--- config.mk ---
export PLATFORM = sky130hd
export DESIGN_NAME = fetch_decode_buf
export DESIGN_NICKNAME = d
export VERILOG_FILES = /design/src/rtl/cmp_pkg.sv /design/src/rtl/fetch_decode_buf.sv
export SDC_FILE = /design/constraint.sdc
export NUM_CORES = 1
export LEC_CHECK = 0
export ABC_AREA = 1
export BUFFER_PORTS_ARGS = -buffer_cell sky130_fd_sc_hd__buf_2
export CAP_MARGIN = 20
export CORE_MARGIN = 3
export CORE_UTILIZATION = 54
export DETAILED_ROUTE_END_ITERATION = 12
export PLACE_DENSITY = 0.78
export SLEW_MARGIN = 20
export SYNTH_ARGS = -nofsm -noshare
export SYNTH_HDL_FRONTEND = slang
export SYNTH_SLANG_ARGS = --single-unit
--- constraint.sdc ---
create_clock -name clk -period 1.45 [get_ports clk]
set_input_delay 0.29 -clock clk [delete_from_list [all_inputs] [get_ports clk]]
set_output_delay 0.29 -clock clk [all_outputs]
set_load 0.02 [all_outputs]
--- src/rtl/cmp_pkg.sv ---
// Shared fetch/decode definitions: datapath widths, the NOP encoding and the
// fetch packet carried from fetch into decode.
package cmp_pkg;

  localparam int PC_W    = 32;
  localparam int INSTR_W = 32;

  localparam logic [INSTR_W-1:0] NOP_INSTR = 32'h0000_0000;

  typedef struct packed {
    logic [PC_W-1:0]    pc;
    logic [INSTR_W-1:0] instr;
  } fetch_pkt_t;

  function automatic fetch_pkt_t make_pkt(input logic [PC_W-1:0] pc,
                                          input logic [INSTR_W-1:0] instr);
    fetch_pkt_t p;
    p.pc    = pc;
    p.instr = instr;
    return p;
  endfunction

endpackage

--- src/rtl/fetch_decode_buf.sv ---
// Two-entry elastic buffer between fetch and decode: absorbs decode stalls,
// refuses pushes when full (flagging ovf_err) and empties on a redirect flush.
module fetch_decode_buf #(
  parameter int PC_W    = cmp_pkg::PC_W,
  parameter int INSTR_W = cmp_pkg::INSTR_W,
  parameter int DEPTH   = 2
) (
  input  logic               clk,
  input  logic               reset,
  input  logic               enableBuf,
  input  logic [PC_W-1:0]    in_pc,
  input  logic [INSTR_W-1:0] in_instr,
  output logic               in_ready,
  input  logic               flush,
  output logic               out_valid,
  input  logic               out_ready,
  output logic [PC_W-1:0]    out_pc,
  output logic [INSTR_W-1:0] out_instr,
  output logic               ovf_err,
  output logic [1:0]         count
);

  import cmp_pkg::*;

  logic [PC_W-1:0]    pc_mem    [2];
  logic [INSTR_W-1:0] instr_mem [2];

  logic       wr_ptr_reg, wr_ptr_next;
  logic       rd_ptr_reg, rd_ptr_next;
  logic [1:0] count_reg,  count_next;
  logic       ovf_reg,    ovf_next;
  logic       full;
  logic       push;
  logic       pop;

  assign full      = (count_reg == 2'(DEPTH));
  assign in_ready  = ~full;
  assign out_valid = (count_reg != 2'd0);
  assign push      = enableBuf & in_ready & ~flush;
  assign pop       = out_valid & out_ready & ~flush;

  always_comb begin
    wr_ptr_next = wr_ptr_reg;
    rd_ptr_next = rd_ptr_reg;
    count_next  = count_reg;
    // A refused push from fetch is the overflow event; a flush makes the word moot.
    ovf_next    = ovf_reg | (enableBuf & full & ~flush);
    if (flush) begin
      wr_ptr_next = 1'b0;
      rd_ptr_next = 1'b0;
      count_next  = 2'd0;
    end else begin
      if (push) wr_ptr_next = ~wr_ptr_reg;
      if (pop)  rd_ptr_next = ~rd_ptr_reg;
      if (push && !pop)      count_next = count_reg + 2'd1;
      else if (pop && !push) count_next = count_reg - 2'd1;
    end
  end

  always_ff @(posedge clk or negedge reset) begin
    if (!reset) begin
      wr_ptr_reg <= 1'b0;
      rd_ptr_reg <= 1'b0;
      count_reg  <= 2'd0;
      ovf_reg    <= 1'b0;
    end else begin
      wr_ptr_reg <= wr_ptr_next;
      rd_ptr_reg <= rd_ptr_next;
      count_reg  <= count_next;
      ovf_reg    <= ovf_next;
    end
  end

  genvar gi;
  generate
    for (gi = 0; gi < 2; gi++) begin : g_entry
      always_ff @(posedge clk or negedge reset) begin
        if (!reset) begin
          pc_mem[gi]    <= '0;
          instr_mem[gi] <= '0;
        end else if (push && (wr_ptr_reg == 1'(gi))) begin
          pc_mem[gi]    <= in_pc;
          instr_mem[gi] <= in_instr;
        end
      end
    end
  endgenerate

  // Stale storage is masked so decode only ever sees a NOP when nothing is valid.
  assign out_pc    = out_valid ? pc_mem[rd_ptr_reg]    : '0;
  assign out_instr = out_valid ? instr_mem[rd_ptr_reg] : INSTR_W'(NOP_INSTR);
  assign ovf_err   = ovf_reg;
  assign count     = count_reg;

endmodule

==> results of run 1 <==
## synth_stat cells, types with 2 or more instances
cell	count
sky130_fd_sc_hd__buf_6	4
sky130_fd_sc_hd__clkbuf_1	12
sky130_fd_sc_hd__a21oi_1	66
sky130_fd_sc_hd__o21ai_1	26
sky130_fd_sc_hd__dfrtp_1	133
sky130_fd_sc_hd__o21ai_0	105
sky130_fd_sc_hd__buf_2	22
sky130_fd_sc_hd__nor2_1	6
sky130_fd_sc_hd__nand2_1	272
sky130_fd_sc_hd__buf_4	6
sky130_fd_sc_hd__inv_1	71
sky130_fd_sc_hd__buf_1	3
sky130_fd_sc_hd__inv_2	2
## cell families after synthesis
logic type	share of synthesized area
AOI/OAI and AO/OA	0.167
buffers and inverters	0.0891
DFF	0.559
and+or+nand+nor	0.185
## through the flow
step	cell area [sq um]	setup slack [ns]
4_1_cts	9600	-0.529
3_5_place_dp	7190	-0.0336
3_3_place_gp	7190	-0.0311
2_1_floorplan	6240	-0.0226
## timing repair
item,4_1_cts
gates cloned,25
buffers inserted,26
hold buffers,43
setup endpoints to repair,140
hold endpoints to repair,189
resized for setup,211
pin swaps,5
==> flow_summary_export.csv, run 1 <==
group,metric,value,unit
floorplan,fp.dieW,111,um
yosys,asyncSetResetFlopFracSynth,1.00,
grt,largest_net_degree_at_the_start_of_global_routing,42,
yosys,synth_edf_count,0,
yosys,synth_top_cell_by_area,"sky130_fd_sc_hd__dfrtp_1",
floorplan,dieHeight,111,um
clock_network,cts_max_level,4,
timing,worst-ep-kind,"primary output",
place,routabilityCongestion,0.796,
clock_network,root_buffer,"sky130_fd_sc_hd__clkbuf_8",
yosys,netlist_top_cells_area,"sky130_fd_sc_hd__dfrtp_1 56%, sky130_fd_sc_hd__nand2_1 17%, sky130_fd_sc_hd__o21ai_0 8.8%",
place,place.port_buffers,137,
floorplan,floorplan.initialDensity,0.567,
place,detailedPlacementHpwl,10.6,mm
clock_network,cts_num_sinks,133,
yosys,number_of_library_cell_types_mapped_by_synthesis,20,
yosys,ys_seq_elements,133,
floorplan,boundaryPins,138,
run_status,toolErrorMsg,"[ERROR DPL-0038] Utilization greater than 100%, impossible to legalize",
yosys,synth_largest_type_area_fraction,0.559,
yosys,syn_area,5960,sq um
run_status,outcome,"stopped before the end",
place,numPlacedInstances,989,
yosys,synthesis.instances,735,
floorplan,floorplan.rows,37,
yosys,per_instance_average_area_after_synthesis,8.10,sq um
yosys,synth.yosys.seq_area_share,0.559,
clock_network,tritoncts.num_buffers,17,
timing,grt_worst_setup_endpoint,"out_pc[8]",
clock_network,clock_tree.buffer_depth,2,
yosys,syn-num-nets,804,
yosys,ys_warn_count,0,
yosys,ys_flop_type,"sky130_fd_sc_hd__dfrtp_1",
run_status,failing_step,"global routing (5_1_grt)",
==> run 2: changes to the inputs <==
--- a/config.mk
+++ b/config.mk
@@ -9,9 +9,9 @@
 export BUFFER_PORTS_ARGS = -buffer_cell sky130_fd_sc_hd__buf_2
 export CAP_MARGIN = 20
 export CORE_MARGIN = 3
-export CORE_UTILIZATION = 54
+export CORE_UTILIZATION = 40
 export DETAILED_ROUTE_END_ITERATION = 12
-export PLACE_DENSITY = 0.78
+export PLACE_DENSITY_LB_ADDON = 0.15
 export SLEW_MARGIN = 20
 export SYNTH_ARGS = -nofsm -noshare
 export SYNTH_HDL_FRONTEND = slang
==> flow_summary_export.csv, run 2 <==
group,metric,value,unit
run_status,outcome,"complete, but fails checks",
run_status,violations,"setup timing",
yosys,per_instance_average_area_after_synthesis,8.10,sq um
detailed_routing,route.vias.total,6022,
critical_path,timing.reg2reg.worst_path_depth,9,
power_and_ir_drop,cell_internal_pwr,10.8,mW
final_layout,stdcell_count,1125,
yosys,synth_edf_count,0,
worst_hold_path,hp-start,"in_instr[31]",
worst_hold_path,worstHoldPathCells,3,
critical_path,critical_path.startpoint,"rd_ptr_reg",
power_and_ir_drop,pwr-share-seq,0.335,
worst_hold_path,hold_path_end,"instr_mem[63]",
final_layout,most_common_cell_after_layout_fill_and_taps_aside,"sky130_fd_sc_hd__nand2_1",
clock_network,worstSkewPairLatency,0.42,ns
power_and_ir_drop,logic_pwr_share,0.396,
power_and_ir_drop,switching_share,0.360,
final_layout,nets_finish,1002,
clock_network,cts_max_level,4,
grt,largest_net_degree_at_the_start_of_global_routing,49,
yosys,synth_common_cells,"272 x sky130_fd_sc_hd__nand2_1, 133 x sky130_fd_sc_hd__dfrtp_1, 105 x sky130_fd_sc_hd__o21ai_0",
yosys,ys_seq_elements,133,
critical_path,worst_r2r_startpoint,"count[1]",
place,detailedPlacementHpwl,10.3,mm
critical_path,crit_required,1.16,ns
timing,post_route_clock_period_utilization,1.35,
floorplan,dieHeight,128,um
clock_network,tritoncts.num_buffers,17,
timing,finalSetupViolCount,181,
floorplan,floorplan.rows,43,
grt,first_global_vias,5862,
yosys,asyncSetResetFlopFracSynth,1.00,
worst_hold_path,classification_of_the_worst_slack_hold_path,"in2reg",
yosys,syn_area,5960,sq um
power_and_ir_drop,post-layout-total-power,16.8,mW
yosys,ys_warn_count,0,
yosys,netlist_top_cells_area,"sky130_fd_sc_hd__dfrtp_1 56%, sky130_fd_sc_hd__nand2_1 17%, sky130_fd_sc_hd__o21ai_0 8.8%",
timing,relSlewSlack,0.734,
detailed_routing,ant_nets_after_route,0,
detailed_routing,vias_per_cell,5.35,
yosys,number_of_library_cell_types_mapped_by_synthesis,20,
place,place.port_buffers,137,
critical_path,timing.critical_path.from_type,"flop",
timing,hold_violations,0,
final_layout,fillerInstances,1046,
grt,grt.overflow.total,0,
yosys,syn-num-nets,804,
power_and_ir_drop,p_sw,6.06,mW
grt,grt_use_total,0.235,
floorplan,fp.dieW,128,um
floorplan,design.core.area,14200,sq um
yosys,synth.yosys.seq_area_share,0.559,
yosys,ys_flop_type,"sky130_fd_sc_hd__dfrtp_1",
critical_path,worst-r2r-setup-slack,-0.16,ns
timing,finalWorstPathRequiredPeriod,1.96,ns
critical_path,worst-path-max-fanout,7,
floorplan,floorplan.initialDensity,0.419,
critical_path,crit-reg2reg-capture,"pc_mem[12]",
critical_path,end_kind,"primary output",
place,routabilityCongestion,0.845,
detailed_routing,postRouteWirelength,21.8,mm
place,placement.cell_area,7250,sq um
power_and_ir_drop,power.ir.vdd_worst,0.000916,V
power_and_ir_drop,power_per_cell_area,1690,nW/um^2
final_layout,area.growth.synth_to_final,66.9,%
clock_network,cts_num_sinks,133,
power_and_ir_drop,pwr-share-clk,0.269,
floorplan,boundaryPins,138,
run,max_capacitance_violation_count,0,
detailed_routing,drt_iter0_drc,369,
detailed_routing,wire_length_per_cell_after_detailed_routing,19.4,um
timing,maximum_operating_frequency,510,MHz
final_layout,antennaDiodeCount,0,
grt,antenna_found_initial,0,
timing,layout_setup_ws,-0.509,ns
yosys,yosysMostFrequentCell,"sky130_fd_sc_hd__nand2_1",
power_and_ir_drop,total_leakage_power,4.78,nW
clock_network,clock_tree.buffer_depth,2,
yosys,synthesis.instances,735,
timing,rsz0062_at_grt,"true",
yosys,synth_top_cell_by_area,"sky130_fd_sc_hd__dfrtp_1",
timing,worst_slew_pin_slew,0.400,ns
clock_network,cts_tree,"yes",
yosys,synth_largest_type_area_fraction,0.559,
clock_network,cts_clk_pin_slew_worst_paths,0.06,ns
floorplan,fp.dieArea,16400,sq um
grt,grt_first_pass_wirelength,30.0,mm
timing,clock-skew-final,0.0108,ns
place,numPlacedInstances,1034,
detailed_routing,drt_pre_antenna_iters,4,
critical_path,cp_arrival,1.67,ns
detailed_routing,drc,0,
critical_path,crit_type,"reg2out",
timing,slew_viol_final,0,
final_layout,postLayoutCellArea,9940,sq um
final_layout,mostFrequentLayoutCells,"214 x sky130_fd_sc_hd__nand2_1, 130 x sky130_fd_sc_hd__dfrtp_1, 76 x sky130_fd_sc_hd__buf_2",
final_layout,drive_above_1_share,0.483,
clock_network,root_buffer,"sky130_fd_sc_hd__clkbuf_16",
-- run 2: stage by stage --
step	hold slack [ns]	setup WS, ns	TNS [ns]	utilization
after detailed placement	0.234	-0.0445	-2.24	0.511
after CTS	0.0739	-0.484	-71.11	0.614
after floorplan	-0.00559	-0.0226	-1.15	-
after global routing	0.0798	-0.577	-48.64	0.700
final	0.0856	-0.509	-38.17	0.700
after global placement	0.228	-0.0182	-0.0278	0.511
-- run 2: metal layers --
metal | routed length (um) | up-vias | global-route usage
met5 | 0 | - | 0
met4 | 475 | 0 | 0.0880
met3 | 1360 | 40 | 0.0550
met2 | 10800 | 246 | 0.380
met1 | 9200 | 3002 | 0.308
li1 | - | 2734 | -
-- run 2: layout make-up --
class	instances	area, sq um	share of cell area
Sequential cell	133	3330	0.335
Inverter	73	287	0.0288
Multi-Input combinational cell	482	3020	0.304
Clock inverter	10	154	0.0155
Timing Repair Buffer	226	2460	0.247
Clock buffer	21	460	0.0463
Tap cell	180	225	0.0227
-- run 2: worst max path at each step --
stage                         end
finish              out_instr[12]
global route           out_pc[23]
CTS                 out_instr[28]
detailed placement     pc_mem[62]
global placement    out_instr[27]
floorplan           out_instr[25]
-- run 2: kinds of logic (layout without fill, tap and decap cells) --
group / count (synthesis) / after routing / synth area share
AND/OR/NAND/NOR: 284 / 284 / 0.185
AO/OA/AOI/OAI: 198 / 198 / 0.167
flip-flops: 133 / 133 / 0.559
buffers and inverters: 120 / 330 / 0.0891
-- run 2: timing repair --
item,CTS,global route
endpoints found under the hold margin,32,0
setup endpoints to repair,143,199
pin swaps,13,32
setup buffers,17,16
resized for setup,124,245
hold buffers,1,0
gates cloned,14,18
-- run 2: critical path, stage by stage, from the launching register on --
cell and delay (ns):
sky130_fd_sc_hd__dfrtp_4 0.51, sky130_fd_sc_hd__buf_12 0.17, sky130_fd_sc_hd__clkbuf_16 0.18, sky130_fd_sc_hd__o21ai_2 0.17
sky130_fd_sc_hd__a21oi_2 0.05, sky130_fd_sc_hd__buf_4 0.16
-- run 2: power groups by stage --
stage / clock [mW] / combinational, mW / sequential (mW)
3_3_place_gp: 0 / 4.27 / 5.45
4_1_cts: 4.56 / 5.29 / 5.48
6_report: 4.53 / 6.66 / 5.63
5_1_grt: 4.79 / 7.14 / 5.76
2_1_floorplan: 0 / 3.04 / 5.38
3_5_place_dp: 0 / 4.41 / 5.49
Power figures use the tool's default switching activity.
==> run 3: changes to the inputs <==
--- a/config.mk
+++ b/config.mk
@@ -11,7 +11,7 @@
 export CORE_MARGIN = 3
 export CORE_UTILIZATION = 40
 export DETAILED_ROUTE_END_ITERATION = 12
-export PLACE_DENSITY_LB_ADDON = 0.15
+export PLACE_DENSITY = 0.68
 export SLEW_MARGIN = 20
 export SYNTH_ARGS = -nofsm -noshare
 export SYNTH_HDL_FRONTEND = slang
==> flow_summary_export.csv, run 3 (synthesized netlist as in run 2, its figures left out) <==
group,metric,value,unit
run_status,outcome,"complete, but fails checks",
run_status,violations,"setup timing",
floorplan,floorplan.initialDensity,0.419,
timing,clock-skew-final,0.00872,ns
critical_path,worst_r2r_startpoint,"count[1]",
final_layout,final_core_util,0.658,
timing,finalWorstPathRequiredPeriod,1.95,ns
timing,finalSetupViolCount,99,
grt,antenna_found_initial,0,
floorplan,dieHeight,128,um
detailed_routing,vias_per_cell,5.11,
power_and_ir_drop,post-layout-total-power,15.9,mW
worst_hold_path,hold_path_end,"instr_mem[60]",
detailed_routing,wire_length_per_cell_after_detailed_routing,17.8,um
power_and_ir_drop,power.ir.vdd_worst,0.000945,V
final_layout,area.growth.synth_to_final,56.9,%
power_and_ir_drop,logic_pwr_share,0.376,
final_layout,stdcell_count,1118,
timing,post_route_clock_period_utilization,1.35,
floorplan,fp.dieW,128,um
grt,first_global_vias,5091,
place,routabilityCongestion,0.789,
detailed_routing,highest_layer,"met4",
critical_path,timing.reg2reg.worst_path_depth,9,
final_layout,drive_above_1_share,0.413,
timing,rsz0062_at_grt,"true",
final_layout,mostFrequentLayoutCells,"234 x sky130_fd_sc_hd__nand2_1, 130 x sky130_fd_sc_hd__dfrtp_1, 95 x sky130_fd_sc_hd__buf_2",
grt,grt.overflow.total,0,
place,place.port_buffers,137,
timing,slew_viol_final,0,
grt,largest_net_degree_at_the_start_of_global_routing,59,
detailed_routing,drc,0,
detailed_routing,routed-wl-met2,9.44,mm
clock_network,tritoncts.num_buffers,17,
floorplan,floorplan.rows,43,
detailed_routing,dr_wl_met3,1.59,mm
clock_network,cts_num_sinks,133,
power_and_ir_drop,switching_share,0.355,
worst_hold_path,hp-start,"in_instr[28]",
detailed_routing,m1WireLength,8.47,mm
floorplan,design.core.area,14200,sq um
place,detailedPlacementHpwl,9.73,mm
detailed_routing,postRouteWirelength,19.9,mm
final_layout,postLayoutCellArea,9340,sq um
power_and_ir_drop,cell_internal_pwr,10.2,mW
power_and_ir_drop,pwr-share-seq,0.351,
power_and_ir_drop,p_sw,5.64,mW
critical_path,worst-r2r-setup-slack,-0.04,ns
critical_path,crit_type,"reg2out",
final_layout,most_common_cell_after_layout_fill_and_taps_aside,"sky130_fd_sc_hd__nand2_1",
detailed_routing,ant_nets_after_route,0,
worst_hold_path,worstHoldPathCells,3,
power_and_ir_drop,total_leakage_power,4.57,nW
critical_path,crit_required,1.16,ns
timing,maximum_operating_frequency,512,MHz
final_layout,ff_latch_area,3330,sq um
critical_path,cp_arrival,1.66,ns
clock_network,cts_clk_pin_slew_worst_paths,0.06,ns
timing,layout_setup_ws,-0.505,ns
power_and_ir_drop,power_per_cell_area,1700,nW/um^2
critical_path,timing.critical_path.from_type,"flop",
place,numPlacedInstances,1042,
timing,timing.hold.ws,0.0874,ns
run,max_capacitance_violation_count,0,
final_layout,antennaDiodeCount,0,
final_layout,fillerInstances,1132,
timing,worst_slew_pin_slew,0.373,ns
floorplan,fp.dieArea,16400,sq um
detailed_routing,drt_pre_antenna_iters,5,
clock_network,worstSkewPairLatency,0.42,ns
place,placement.cell_area,7290,sq um
floorplan,boundaryPins,138,
worst_hold_path,classification_of_the_worst_slack_hold_path,"in2reg",
critical_path,worst-path-max-fanout,25,
detailed_routing,drt_iter0_drc,496,
power_and_ir_drop,pwr-share-clk,0.273,
final_layout,multi_input_gate_area_in_the_final_layout,2670,sq um
final_layout,nets_finish,994,
clock_network,cts_max_level,4,
critical_path,end_kind,"primary output",
detailed_routing,route.vias.total,5710,
grt,grt_first_pass_wirelength,25.7,mm
critical_path,crit-reg2reg-capture,"instr_mem[35]",
clock_network,cts_tree,"yes",
grt,grt_use_total,0.199,
clock_network,root_buffer,"sky130_fd_sc_hd__clkbuf_16",
clock_network,clock_tree.buffer_depth,2,
timing,relSlewSlack,0.752,
timing,hold_violations,0,
## run 3: cell count changes in the layout (fill, tap and decap cells not counted), moves of 11 or more
cell	change
sky130_fd_sc_hd__o21ai_1	+33
sky130_fd_sc_hd__o21ai_2	-31
sky130_fd_sc_hd__nand2_1	+20
sky130_fd_sc_hd__buf_2	+19
sky130_fd_sc_hd__buf_4	-17
sky130_fd_sc_hd__nand2_2	-17
sky130_fd_sc_hd__o21ai_4	-13
sky130_fd_sc_hd__o21ai_0	+11
## run 3: worst max-delay path by stage
stage | from | endpoint | slack (ns)
2_1_floorplan | count[0] | out_instr[25] | -0.02
3_3_place_gp | rd_ptr_reg | out_pc[1] | -0.03
3_5_place_dp | rd_ptr_reg | out_pc[1] | -0.05
4_1_cts | rd_ptr_reg | out_pc[18] | -0.49
5_1_grt | rd_ptr_reg | out_pc[12] | -0.54
6_report | rd_ptr_reg | out_instr[16] | -0.50
## run 3: per-stage QoR
stage,TNS [ns],setup WS (ns)
after floorplan,-1.15,-0.0226
after global placement,-0.475,-0.0313
after detailed placement,-0.749,-0.0470
after CTS,-29.26,-0.489
after global routing,-36.44,-0.545
final,-29.19,-0.505
## run 3: layout make-up
type | instances | share of cell area
flip-flops and latches | 133 | 0.357
multi-input cells | 482 | 0.286
repair buffers | 218 | 0.237
clock buffers | 24 | 0.0537
inverters | 73 | 0.0319
well taps | 180 | 0.0241
clock inverters | 8 | 0.0103
## run 3: power groups by stage
stage	clock network [mW]	logic, mW	registers [mW]
floorplan	0	3.04	5.38
global placement	0	4.31	5.44
detailed placement	0	4.38	5.47
CTS	4.37	4.85	5.45
global route	4.56	6.44	5.70
finish	4.32	5.96	5.57
## run 3: critical path, cell delays in order (launching register included)
cell                        delay, ns
sky130_fd_sc_hd__dfrtp_4         0.49
sky130_fd_sc_hd__buf_12          0.16
sky130_fd_sc_hd__clkbuf_16       0.22
sky130_fd_sc_hd__a21oi_2         0.18
sky130_fd_sc_hd__buf_2           0.19
## run 3: what timing repair did
| item | CTS | global route |
|---|---|---|
| gates cloned | 4 | 26 |
| setup endpoints to repair | 106 | 145 |
| hold endpoints to repair | 27 | 0 |
| resized for setup | 62 | 185 |
| setup buffers | 3 | 11 |
| hold buffers | 1 | 0 |
| pin swaps | 2 | 17 |
## run 3: per-layer routing
metal	global-route usage	vias up
met2	0.312	262
met1	0.272	2697
li1	-	2714
met3	0.0513	37
met5	0	-
met4	0.0587	0
